===== src/rtl/tx_arbiter.sv =====
// tx_arbiter: round-robin arbiter sharing one UART transmitter among N byte
// sources. Towards the UART it looks like a single FIFO (tx_empty/tx_data,
// tx_start as pop); each start is routed back as a pop to the granted source.
// Optional line lock: define TX_ARB_LINE_LOCK_EN to keep a grant until the
// EOL byte is sent or the locked source stays empty for LOCK_TIMEOUT cycles.
module tx_arbiter #(
  parameter int          N            = 4,
  parameter logic [7:0]  EOL          = 8'h0A,
  parameter int          LOCK_TIMEOUT = 1023
) (
  input  logic           clk,
  input  logic           rst,
  input  logic [N-1:0]   req_empty,
  input  logic [N*8-1:0] req_data,
  output logic [N-1:0]   req_pop,
  output logic           tx_empty,
  output logic [7:0]     tx_data,
  input  logic           tx_start,
  output logic [N-1:0]   grant,
  output logic           busy
);

  localparam int            IW       = (N > 1) ? $clog2(N) : 1;
  localparam logic [IW-1:0] LAST_RST = IW'(N - 1);
  localparam logic [N-1:0]  ONE      = {{(N-1){1'b0}}, 1'b1};

  typedef enum logic {IDLE, GRANT} state_t;

  state_t        state;
  logic [IW-1:0] last;
  logic [IW-1:0] gidx;
  logic [IW-1:0] nxt;

`ifdef TX_ARB_LINE_LOCK_EN
  localparam int CW = $clog2(LOCK_TIMEOUT + 1);
  logic [CW-1:0] cnt;
`endif

  // First non-empty index scanning upward from ptr+1, wrapping modulo N.
  // Scanning in reverse makes the nearest candidate the final assignment.
  function automatic logic [IW-1:0] rr_pick(input logic [N-1:0] empty,
                                            input logic [IW-1:0] ptr);
    logic [IW-1:0] sel;
    int            idx;
    sel = ptr;
    for (int k = N; k >= 1; k--) begin
      idx = (int'(ptr) + k) % N;
      if (!empty[idx[IW-1:0]]) sel = idx[IW-1:0];
    end
    return sel;
  endfunction

  assign nxt  = rr_pick(req_empty, last);
  assign busy = |grant;

  // Steer the granted source to the UART; pops are suppressed during reset
  // so a start coincident with rst never consumes a byte.
  always_comb begin
    tx_empty = 1'b1;
    tx_data  = '0;
    req_pop  = '0;
    for (int i = 0; i < N; i++) begin
      if (grant[i]) begin
        tx_empty   = req_empty[i];
        tx_data    = req_data[8*i +: 8];
        req_pop[i] = tx_start & ~rst;
      end
    end
  end

  // Arbitration FSM: grant is only ever loaded in IDLE and only cleared on release.
  always_ff @(posedge clk) begin
    if (rst) begin
      state <= IDLE;
      grant <= '0;
      gidx  <= '0;
      last  <= LAST_RST;
`ifdef TX_ARB_LINE_LOCK_EN
      cnt   <= '0;
`endif
    end else begin
      case (state)
        IDLE: begin
`ifdef TX_ARB_LINE_LOCK_EN
          cnt <= '0;
`endif
          if (!(&req_empty)) begin
            gidx  <= nxt;
            grant <= ONE << nxt;
            state <= GRANT;
          end
        end
        GRANT: begin
`ifdef TX_ARB_LINE_LOCK_EN
          if (tx_start) begin
            cnt <= '0;
            if (tx_data == EOL) begin
              state <= IDLE;
              grant <= '0;
              last  <= gidx;
            end
          end else if (req_empty[gidx]) begin
            // Release on the edge where the idle count reaches LOCK_TIMEOUT.
            if (cnt == CW'(LOCK_TIMEOUT - 1)) begin
              cnt   <= '0;
              state <= IDLE;
              grant <= '0;
              last  <= gidx;
            end else begin
              cnt <= cnt + 1'b1;
            end
          end else begin
            cnt <= '0;
          end
`else
          if (tx_start) begin
            state <= IDLE;
            grant <= '0;
            last  <= gidx;
          end
`endif
        end
        default: begin
          state <= IDLE;
          grant <= '0;
        end
      endcase
    end
  end

endmodule


===== config.mk =====
export PLATFORM = sky130hd
export DESIGN_NAME = tx_arbiter
export DESIGN_NICKNAME = d
export VERILOG_FILES = /design/src/rtl/tx_arbiter.sv
export SDC_FILE = /design/constraint.sdc
export NUM_CORES = 1
export LEC_CHECK = 0
export CORE_UTILIZATION = 34
export CTS_BUF_LIST = sky130_fd_sc_hd__clkbuf_4
export CTS_CLUSTER_DIAMETER = 150
export DETAILED_ROUTE_END_ITERATION = 7
export GPL_ROUTABILITY_DRIVEN = 0
export GPL_TIMING_DRIVEN = 0
export HOLD_SLACK_MARGIN = 0.1
export PLACE_DENSITY = 0.77
export SLEW_MARGIN = 15
export SYNTH_ARGS = -nofsm -noshare
export SYNTH_HDL_FRONTEND = slang
export SYNTH_SLANG_ARGS = --single-unit

===== constraint.sdc =====
create_clock -name clk -period 1.6 [get_ports clk]
set_input_delay 0.48 -clock clk [delete_from_list [all_inputs] [get_ports clk]]
set_output_delay 0.48 -clock clk [all_outputs]
set_load 0.005 [all_outputs]

==> results.ini <==
[status]
outcome = complete, but fails checks
violations = negative setup slack

[finish]
seq_area_um2 = 190
drive_above_1_share_pct = 34.9
antennaDiodeCount = 0
fillers = 162
fin_nets = 206
multi_input_area_um2 = 608
syn_to_final_growth_pct = 95.3

[cts]
cts.clk_slew.worst_paths_ns = 0.06
cts-root-buf = clkbuf_4
cts_hold_buf = 0
cts_inserted_buffers = 3
htreeDepth = 1
numClockSinks = 9
cts_tree = yes
clk_latency_ns = 0.26
cts_max_path_buffers = 2

[grt]
grt_pass1_vias = 1038
gr-total-overflow = 0
antenna_found_initial = 0
grt_start_max_net_pins = 11
grt_pass1_wl_mm = 4.82
grt.total_usage_pct = 25.6

[routing]
drt_wl_total_mm = 2.95
first_iter_violations = 25
drt-pass1-iter-count = 4
remaining_drc_errors = 0
vias = 1045
routed_via_density = 5.41
antenna_left = 0
wl_per_cell_um = 15.3

[run]
drv_cap = 0

[timing]
setup_viol = 10
maxSlewViolCount = 0
worst_slew_pin_slew_ns = 0.316
slew_headroom_pct = 78.3
fin_crit_ns = 1.88
worst_clock_skew_ns = 0.00144
fin_ws_ns = -0.276
fmax_mhz = 533
period_share_pct = 117
rsz0062_at_grt = yes
finalHoldViolCount = 0

[placed_design]
io_buffers = 56
dp_slack_ns = -1.03
dpl.hpwl_mm = 2.06

[die]
die_area_um2 = 2410
chipHeight_um = 49.1
initial_core_util_pct = 37.3
ioPinCount = 57
die_w_um = 49.1
core.rowCount = 16
core_um2 = 2020

[synth]
yosys-top-cells-count = 13 x nor2b_1, 12 x nand2_1, 9 x dfxtp_1, 8 x a221oi_1, 8 x o31ai_1
netlist_area_um2 = 753
yosysUniqueCellTypes = 29
synth_seq_cells = 9
yosysMostFrequentCell = nor2b_1
synth_fp_nets = 138
ys.flop_type = dfxtp_1
ys_top_cells_by_area = dfxtp_1 24%, nor2b_1 11%, a221oi_1 9.3%
synth-warning-count = 0
synth_edf_count = 0
syn-instance-count = 99
synth-seq-area-share_pct = 23.9
syn_area_per_cell_um2 = 7.61
synth_top_area_cell = dfxtp_1
synthArstFlopShare_pct = 0
synth_top_area_share_pct = 23.9

[power]
leakage_nw = 0.710
p_per_area_nw_per_um2 = 567
total_power_w = 0.000835
ir_worst_vdd_v = 0.000617

[setup_path]
critPathRequiredTime_ns = 1.12
setup.worst_path.start_class = flip-flop
cp_max_fo = 5
cp_data_arrival_time_ns = 1.40
critical_path_class = reg -> out
endpoint_kind = output port

[worst_hold_path]
min_path_type = reg -> reg

-- layout make-up --
class                      count  share of cell area [%]
multi-input combinational     80                    41.3
sequential                     9                    12.9
buffer                         6                    4.93
timing repair buffer          64                    35.7
tap                           27                    2.30
clock buffer                   4                    2.04
inverter                       3                   0.765
-- registers in the layout (all words and copies together) (netlist names) --
| signal | flops |
|---|---|
| state | 1 |
| last | 2 |
| grant | 4 |
| gidx | 2 |
-- final timing paths --
path / startpoint / end / slack (ns) / cells after the start
worst max-delay path: grant[0]$_SDFFE_PP0P_ / tx_data[4] / -0.28 / 6
worst min-delay path: gidx[1]$_SDFFE_PP0P_ / gidx[1]$_SDFFE_PP0P_ / 0.47 / 2
worst max register to register: last[0]$_SDFFE_PP1P_ / grant[3]$_SDFFE_PP0P_ / 0.45 / 4
worst min register to register: gidx[1]$_SDFFE_PP0P_ / gidx[1]$_SDFFE_PP0P_ / 0.47 / 2
-- critical path: stages, from the launching register on --
cell and delay, ns:
dfxtp_2 0.33, nor2b_4 0.13, buf_6 0.13, buf_4 0.13, a221oi_2 0.21, o31ai_1 0.09, buf_2 0.13
-- cell usage in the layout, fill, tap and decap left out, types with 2 or more instances in the layout --
master,synthesis,layout
a211o_1,2,2
a211oi_2,1,2
a21oi_1,2,2
a221oi_2,1,9
and2_1,4,2
and2_4,0,2
and3_1,2,2
buf_2,2,16
buf_4,0,6
buf_6,0,3
clkbuf_4,0,5
clkbuf_8,0,3
clkdlybuf4s50_1,0,9
dfxtp_1,9,5
dfxtp_2,0,2
dfxtp_4,0,2
dlygate4sd2_1,0,25
dlymetal6s2s_1,0,4
inv_1,3,3
nand2_1,12,12
nand3_1,2,2
nand4b_1,4,4
nor2_1,4,4
nor2b_1,13,11
nor2b_4,0,2
o21ai_1,5,5
o31ai_1,8,8
-- logic make-up after synthesis --
group	count (synthesis)	share of synthesized area [%]
multiplexers	1	1.33
AND/OR/NAND/NOR	46	34.7
buffers and inverters	10	5.32
flip-flops	9	23.9
AO/OA/AOI/OAI	33	34.7
-- per-layer routing --
layer | vias up | GRT usage [%] | share of wire [%]
met3 | 2 | 2.49 | 5.3
met5 | - | 0 | 0
met2 | 45 | 46.6 | 49
li1 | 516 | - | -
met4 | 0 | 7.35 | 0.58
met1 | 482 | 31.4 | 45
-- per-stage QoR --
step | setup TNS [ns] | std cells | hold WS [ns] | area, um2 | util, %
after detailed placement | -11.75 | 182 | 0.468 | 1350 | 66.6
after floorplan | 0 | 99 | 0.432 | 753 | -
after global routing | -3.01 | 193 | 0.470 | 1470 | 72.8
after global placement | -11.35 | 182 | 0.455 | 1350 | 66.6
final | -2.16 | 193 | 0.472 | 1470 | 72.8
after CTS | -2.22 | 193 | 0.467 | 1450 | 71.9
-- report_power, final --
part           internal, W  leakage (nW)  switching [W]
registers         0.000243        0.0765      0.0000209
logic             0.000219         0.615       0.000163
clock network     0.000113        0.0184      0.0000762
total             0.000574         0.710       0.000261
-- repair_timing --
item                       4_1_cts  5_1_grt
gates cloned                     2        0
buffers inserted                 5        1
resized for setup              136        7
pin swaps                       14        7
setup endpoints to repair       18       14
No activity file was read; power rests on OpenSTA's default activity.
